$ cat src/rtl/trig_play_ctrl_if.sv
// rtl/trig_play_ctrl_if.sv - request, configuration, RAM read port and status bundle for trig_play_ctrl
//
// Purpose: groups every non-clock/reset signal of the playback scheduler.
// Ports (master = scheduler side):
//   en, ccbped, fcyc, fcycm, load_act : start sources and lockouts (master input)
//   len, nrep, gap                    : pass length, extra passes, inter-pass gap (master input)
//   renb, raddr                       : pattern RAM port B enable/address (master output)
//   busy, pass_cnt, done, abort, ovr  : run status and event pulses (master output)
interface trig_play_ctrl_if #(
    parameter int AW = 13,
    parameter int CW = 8
) ();
    logic          en;
    logic          ccbped;
    logic          fcyc;
    logic          fcycm;
    logic          load_act;
    logic [AW-1:0] len;
    logic [CW-1:0] nrep;
    logic [CW-1:0] gap;

    logic          renb;
    logic [AW-1:0] raddr;
    logic          busy;
    logic [CW-1:0] pass_cnt;
    logic          done;
    logic          abort;
    logic          ovr;

    modport master (
        input  en, ccbped, fcyc, fcycm, load_act, len, nrep, gap,
        output renb, raddr, busy, pass_cnt, done, abort, ovr
    );

    modport slave (
        output en, ccbped, fcyc, fcycm, load_act, len, nrep, gap,
        input  renb, raddr, busy, pass_cnt, done, abort, ovr
    );
endinterface

$ cat src/rtl/trig_play_ctrl.sv
// rtl/trig_play_ctrl.sv - trigger pattern playback scheduler driving the pattern RAM read port
//
// Purpose: turns start requests (pedestal pulse, FCYC rising edge, continuous FCYCM)
// into RAM read-enable/address sequences of LEN+1 words per pass, with NREP extra
// passes separated by GAP idle cycles. A JTAG pattern load kills any run.
// Ports:
//   clk   : system clock, also the RAM port B clock
//   rst_n : asynchronous active-low reset
//   bus   : trig_play_ctrl_if master modport (requests, config, RAM port, status)
// All outputs are registered.
module trig_play_ctrl #(
    parameter int AW = 13,
    parameter int CW = 8
) (
    input  logic              clk,
    input  logic              rst_n,
    trig_play_ctrl_if.master  bus
);

    typedef enum logic [1:0] {
        S_IDLE = 2'd0,
        S_PLAY = 2'd1,
        S_GAP  = 2'd2
    } state_t;

    state_t        state;
    state_t        state_nxt;

    // Previous FCYC level; resets high so a level already present at reset
    // release is not mistaken for a rising edge.
    logic          fcyc_1;

    // Configuration captured at run start; mid-run changes are ignored.
    logic [AW-1:0] len_l;
    logic [CW-1:0] nrep_l;
    logic [CW-1:0] gap_l;
    logic [CW-1:0] gcnt;

    logic          renb_q;
    logic [AW-1:0] raddr_q;
    logic          busy_q;
    logic [CW-1:0] pass_q;
    logic          done_q;
    logic          abort_q;
    logic          ovr_q;

    logic          renb_nxt;
    logic [AW-1:0] raddr_nxt;
    logic          busy_nxt;
    logic [CW-1:0] pass_nxt;
    logic          done_nxt;
    logic          abort_nxt;
    logic          ovr_nxt;
    logic [CW-1:0] gcnt_nxt;
    logic          latch_cfg;

    logic          req;
    logic          end_pass;
    logic [CW-1:0] pass_inc;
    logic          cont;

    // Simultaneous sources collapse into one request.
    assign req = bus.en & ~bus.load_act &
                 (bus.ccbped | (bus.fcyc & ~fcyc_1) | bus.fcycm);

    assign end_pass = (state == S_PLAY) && (raddr_q == len_l);

    // Pass count saturates so a long FCYCM run never wraps back to zero.
    assign pass_inc = (pass_q == '1) ? pass_q : pass_q + 1'b1;

    // FCYCM is deliberately live (not latched): it extends the run while held.
    assign cont = ((pass_inc <= nrep_l) | bus.fcycm) & bus.en;

    // State register plus all registered outputs and datapath.
    always_ff @(posedge clk or negedge rst_n) begin
        if (!rst_n) begin
            state    <= S_IDLE;
            fcyc_1   <= 1'b1;
            len_l    <= '0;
            nrep_l   <= '0;
            gap_l    <= '0;
            gcnt     <= '0;
            renb_q   <= 1'b0;
            raddr_q  <= '0;
            busy_q   <= 1'b0;
            pass_q   <= '0;
            done_q   <= 1'b0;
            abort_q  <= 1'b0;
            ovr_q    <= 1'b0;
        end else begin
            state    <= state_nxt;
            fcyc_1   <= bus.fcyc;
            if (latch_cfg) begin
                len_l  <= bus.len;
                nrep_l <= bus.nrep;
                gap_l  <= bus.gap;
            end
            gcnt     <= gcnt_nxt;
            renb_q   <= renb_nxt;
            raddr_q  <= raddr_nxt;
            busy_q   <= busy_nxt;
            pass_q   <= pass_nxt;
            done_q   <= done_nxt;
            abort_q  <= abort_nxt;
            ovr_q    <= ovr_nxt;
        end
    end

    // Next-state logic. A pattern load has priority over pass completion.
    always_comb begin
        state_nxt = state;
        case (state)
            S_IDLE: begin
                if (req) begin
                    state_nxt = S_PLAY;
                end
            end
            S_PLAY: begin
                if (bus.load_act) begin
                    state_nxt = S_IDLE;
                end else if (end_pass) begin
                    if (!cont) begin
                        state_nxt = S_IDLE;
                    end else if (gap_l != '0) begin
                        state_nxt = S_GAP;
                    end else begin
                        state_nxt = S_PLAY;
                    end
                end
            end
            S_GAP: begin
                if (bus.load_act) begin
                    state_nxt = S_IDLE;
                end else if (gcnt == CW'(1)) begin
                    // Leaving on count 1 yields exactly gap_l dead cycles.
                    state_nxt = S_PLAY;
                end
            end
            default: begin
                state_nxt = S_IDLE;
            end
        endcase
    end

    // Next values of the registered outputs and counters.
    always_comb begin
        latch_cfg = 1'b0;
        gcnt_nxt  = gcnt;
        pass_nxt  = pass_q;
        done_nxt  = 1'b0;
        abort_nxt = 1'b0;
        ovr_nxt   = 1'b0;

        renb_nxt  = (state_nxt == S_PLAY);
        busy_nxt  = (state_nxt != S_IDLE);

        // Address only advances inside a pass; every pass start, gap entry
        // and exit to idle presents address zero.
        if ((state == S_PLAY) && (state_nxt == S_PLAY) && !end_pass) begin
            raddr_nxt = raddr_q + 1'b1;
        end else begin
            raddr_nxt = '0;
        end

        case (state)
            S_IDLE: begin
                if (req) begin
                    latch_cfg = 1'b1;
                    pass_nxt  = '0;
                end
            end
            S_PLAY: begin
                if (bus.load_act) begin
                    abort_nxt = 1'b1;
                end else if (end_pass) begin
                    pass_nxt = pass_inc;
                    if (!cont) begin
                        done_nxt = 1'b1;
                    end else if (gap_l != '0) begin
                        gcnt_nxt = gap_l;
                    end
                end
            end
            S_GAP: begin
                if (bus.load_act) begin
                    abort_nxt = 1'b1;
                end else begin
                    gcnt_nxt = gcnt - 1'b1;
                end
            end
            default: begin
                pass_nxt = pass_q;
            end
        endcase

        // Any request while a run is active (including its final edge) is lost.
        if ((state != S_IDLE) && req) begin
            ovr_nxt = 1'b1;
        end
    end

    assign bus.renb     = renb_q;
    assign bus.raddr    = raddr_q;
    assign bus.busy     = busy_q;
    assign bus.pass_cnt = pass_q;
    assign bus.done     = done_q;
    assign bus.abort    = abort_q;
    assign bus.ovr      = ovr_q;

endmodule
$ cat src/flat_wrapper.sv
// flat-port wrapper written by rule: the top's interface ports become plain ports
module trig_play_ctrl_flat 
#(
    parameter int AW = 13,
    parameter int CW = 8
)
  (clk, rst_n, bus_en, bus_ccbped, bus_fcyc, bus_fcycm, bus_load_act, bus_len, bus_nrep, bus_gap, bus_renb, bus_raddr, bus_busy, bus_pass_cnt, bus_done, bus_abort, bus_ovr);
  trig_play_ctrl_if #(.AW(AW), .CW(CW)) bus_i ();
  input  logic clk;
  input  logic rst_n;
  input wire logic [$bits(bus_i.en)-1:0] bus_en;
  input wire logic [$bits(bus_i.ccbped)-1:0] bus_ccbped;
  input wire logic [$bits(bus_i.fcyc)-1:0] bus_fcyc;
  input wire logic [$bits(bus_i.fcycm)-1:0] bus_fcycm;
  input wire logic [$bits(bus_i.load_act)-1:0] bus_load_act;
  input wire logic [$bits(bus_i.len)-1:0] bus_len;
  input wire logic [$bits(bus_i.nrep)-1:0] bus_nrep;
  input wire logic [$bits(bus_i.gap)-1:0] bus_gap;
  output wire logic [$bits(bus_i.renb)-1:0] bus_renb;
  output wire logic [$bits(bus_i.raddr)-1:0] bus_raddr;
  output wire logic [$bits(bus_i.busy)-1:0] bus_busy;
  output wire logic [$bits(bus_i.pass_cnt)-1:0] bus_pass_cnt;
  output wire logic [$bits(bus_i.done)-1:0] bus_done;
  output wire logic [$bits(bus_i.abort)-1:0] bus_abort;
  output wire logic [$bits(bus_i.ovr)-1:0] bus_ovr;
  assign bus_i.en = bus_en;
  assign bus_i.ccbped = bus_ccbped;
  assign bus_i.fcyc = bus_fcyc;
  assign bus_i.fcycm = bus_fcycm;
  assign bus_i.load_act = bus_load_act;
  assign bus_i.len = bus_len;
  assign bus_i.nrep = bus_nrep;
  assign bus_i.gap = bus_gap;
  assign bus_renb = bus_i.renb;
  assign bus_raddr = bus_i.raddr;
  assign bus_busy = bus_i.busy;
  assign bus_pass_cnt = bus_i.pass_cnt;
  assign bus_done = bus_i.done;
  assign bus_abort = bus_i.abort;
  assign bus_ovr = bus_i.ovr;
  trig_play_ctrl #(.AW(AW), .CW(CW)) u_core (.clk(clk), .rst_n(rst_n), .bus(bus_i));
endmodule
$ cat config.mk
export PLATFORM = sky130hd
export DESIGN_NAME = trig_play_ctrl_flat
export DESIGN_NICKNAME = d
export VERILOG_FILES = /design/src/rtl/trig_play_ctrl_if.sv /design/src/rtl/trig_play_ctrl.sv /design/src/flat_wrapper.sv
export SDC_FILE = /design/constraint.sdc
export NUM_CORES = 1
export LEC_CHECK = 0
export ABC_CLOCK_PERIOD_IN_PS = 4900
export BUFFER_PORTS_ARGS = -buffer_cell sky130_fd_sc_hd__buf_2
export CAP_MARGIN = 5
export CORE_ASPECT_RATIO = 0.9
export CORE_UTILIZATION = 40
export CTS_CLUSTER_DIAMETER = 80
export DETAILED_ROUTE_END_ITERATION = 8
export MAX_ROUTING_LAYER = met4
export PLACE_DENSITY = 0.69
export SLEW_MARGIN = 20
export SYNTH_ARGS = -nofsm -noshare
export SYNTH_HDL_FRONTEND = slang
export SYNTH_SLANG_ARGS = --single-unit
$ cat constraint.sdc
create_clock -name clk -period 4.9 [get_ports clk]
set_input_delay 0.735 -clock clk [delete_from_list [all_inputs] [get_ports clk]]
set_output_delay 0.735 -clock clk [all_outputs]
set_load 0.01 [all_outputs]
==> results.json <==
{
  "pin_count": 62,
  "worst-path-max-fanout": 13,
  "maxCapViolations": 0,
  "holdWs_ns": 0.2916,
  "synthCells": 353,
  "worstSetupPathType": "reg -> reg",
  "critPathMaxStageDelay_ns": 0.63,
  "drv_slew": 0,
  "synth_fp_nets": 405,
  "place_congestion": 0.8234,
  "reg2reg_depth": 13,
  "first_pass_iters": 4,
  "setup_tns_ns": 0,
  "vias": 2851,
  "cts-root-buf": "clkbuf_8",
  "cts_made_buffers": 9,
  "syn_area_sq_um": 3566,
  "relSlewSlack_pct": 51.27,
  "p_per_area_nw_per_um2": 396.0,
  "wl_mm": 7.899,
  "finalClockSkew_ns": 0.01149,
  "path_clk_slew_ns": 0.08,
  "numPortBuffers": 61,
  "required_ns": 5.16,
  "ys_async_sr_fraction_pct": 100.0,
  "power.leakage_nw": 2.019,
  "fin_crit_sh_pct": 80.07,
  "clock_latency_ns": 0.34,
  "post_cts_resized": 0,
  "dieArea_sq_um": 9297,
  "worst_r2r_endpoint": "u_core.bus.raddr[6]",
  "antenna_cells": 0,
  "fp-row-count": 32,
  "max_freq_mhz": 254.9,
  "synth.distinct_cells": 43,
  "nets": 472,
  "drc": 0,
  "die_y_microns": 91.58,
  "clockBufferDepth": 2,
  "cts_tree": "built",
  "postRouteAntennaNets": 0,
  "synthTopCellsByArea": "dfrtp_1 46%, mux2_2 9.8%, ha_1 5.6%, xor2_1 5.2%, nand2_1 3.3%",
  "worst_slew_pin_slew_ns": 0.7310,
  "grt.overflow.total": 0,
  "synth_edf_count": 0,
  "start_kind": "flop",
  "crit_chain": "ha_1 -> nand3_1 -> nor2_1 -> or3b_2 -> xnor2_1 -> ha_1 -> and4_1 -> a21o_1 -> o21ai_0 -> a21oi_1 -> nand4_1 -> a2111o_1 -> nor2_1",
  "cts_setup_buffers": 0,
  "holdBufCountCts": 0,
  "syn_avg_cell_area_sq_um": 10.10,
  "netlist_top_cells_count": "65 x dfrtp_1, 31 x mux2_2, 31 x nand2_1",
  "ys_ff_latch": 66,
  "finalInstanceArea_sq_um": 4200,
  "ys_warn_count": 0,
  "yosys.area.top_type": "dfrtp_1",
  "start_util_pct": 41.42,
  "crit_slowest_cell": "a2111o_1",
  "core-area_sq_um": 8608,
  "grt_usage_pct": 19.33,
  "synth-main-ff-cell": "dfrtp_1",
  "status": "complete, no violations",
  "rsz0062_at_grt": "no",
  "yosysMostFrequentCell": "dfrtp_1",
  "cts_max_level": 3,
  "dpl.hpwl_mm": 5.819,
  "path_buf_inv": 0,
  "grt_pass1_vias": 2798,
  "hold_viol_final": 0,
  "cp.arrival_ns": 4.19,
  "antenna_found_initial": 0,
  "yosysSeqAreaShare_pct": 46.35,
  "rrSetupSlack_ns": 0.98,
  "synthToLayoutAreaGrowth_pct": 17.79,
  "yosysTopAreaCellShare_pct": 45.61,
  "drt_iter0_drc": 188,
  "hold_path_class": "in -> async",
  "drive_gt1_share_pct": 27.76,
  "grt_max_degree": 53,
  "die_width_microns": 101.5,
  "cts.sinks": 66,
  "period_needed_ns": 3.924,
  "ir_drop_v": 0.0001776,
  "final_core_util_pct": 48.79,
  "grt_pass1_wl_mm": 13.37,
  "dpl-instance-area_sq_um": 3996,
  "rr_startpoint": "u_core.bus.pass_cnt[0]",
  "routedWlPerCell_microns": 14.52,
  "critPathTopFamily": "simple AND/OR/NAND/NOR gates",
  "setup_viol": 0,
  "via_per_inst": 5.241,
  "cp-end-kind": "flop"
}
power breakdown:
group | internal [W] | switching [W] | total [W]
Combinational | 0.000204 | 0.000215 | 0.000419
Clock | 0.000260 | 0.000214 | 0.000474
Sequential | 0.000675 | 0.0000952 | 0.000770
metrics by stage:
step                instances  total power (W)  setup slack, ns
finish                    544         0.001663           0.9764
global route              544         0.001772           0.6655
CTS                       544         0.001677           0.9731
detailed placement        528         0.001202           0.9992
global placement          528         0.001183            1.088
floorplan                 353         0.001071            1.227
cell usage in the layout, fill, tap and decap left out, types with 11 or more instances in the layout:
master / n
mux2_2: 31
o21ai_0: 18
buf_2: 61
nand3_1: 14
nor2_1: 30
inv_1: 24
xor2_1: 21
dfrtp_1: 65
a21oi_1: 14
ha_1: 16
clkbuf_8: 11
nand2_1: 31
worst max-delay path by stage:
stage                           startpoint              endpoint  slack, ns  cells after the start
floorplan           u_core.bus.pass_cnt[0]   u_core.bus.raddr[7]       1.23                     14
detailed placement  u_core.bus.pass_cnt[0]  u_core.bus.raddr[12]        1.0                     13
global placement    u_core.bus.pass_cnt[0]  u_core.bus.raddr[10]       1.09                     13
finish              u_core.bus.pass_cnt[0]   u_core.bus.raddr[6]       0.98                     13
global route        u_core.bus.pass_cnt[0]   u_core.bus.raddr[9]       0.67                     13
CTS                 u_core.bus.pass_cnt[0]  u_core.bus.raddr[12]       0.97                     13
kinds of logic after synthesis:
logic type               Yosys count  synth area share, %
buffers and inverters             30                3.403
AO/OA/AOI/OAI                     61                11.30
flip-flops                        66                46.35
AND/OR/NAND/NOR                  122                16.91
XOR/XNOR                          27                6.632
adder cells (fa/ha/maj)           16                5.614
multiplexers                      31                9.789
layer usage:
metal	global-route usage, %	up-vias	part of all wire, %
li1	-	1379	-
met3	4.927	11	5.4
met5	-	-	0
met4	6.401	0	1.5
met1	26.70	1374	48
met2	27.48	87	45
layout make-up:
cell class | instances | area (sq um)
multi-input combinational | 257 | 1792
inverter | 24 | 90.09
fill | 794 | 4408
clock buffer | 11 | 151.4
clock inverter | 5 | 52.55
sequential | 66 | 1653
tap | 119 | 148.9
timing repair buffer | 62 | 312.8
state kept, by name, summed over array words and instances, names as in the netlist:
| register | cells |
|---|---|
| u_core.bus.raddr | 13 |
| u_core.len_l | 13 |
| u_core.bus.pass_cnt | 8 |
| u_core.gap_l | 8 |
| u_core.gcnt | 8 |
| u_core.nrep_l | 8 |
| u_core.state | 2 |
| u_core.bus.abort | 1 |
| u_core.bus.busy | 1 |
| u_core.bus.done | 1 |
| u_core.bus.ovr | 1 |
| u_core.bus.renb | 1 |
| u_core.fcyc_1 | 1 |
worst register-to-register path: stages (launching register included):
cell and delay (ns):
dfrtp_1 0.45, ha_1 0.26, nand3_1 0.17, nor2_1 0.12, or3b_2 0.52, xnor2_1 0.15, ha_1 0.29, and4_1 0.30
a21o_1 0.18, o21ai_0 0.17, a21oi_1 0.27, nand4_1 0.16, a2111o_1 0.63, nor2_1 0.19
Note: power is estimated with default switching activity, not from simulation.
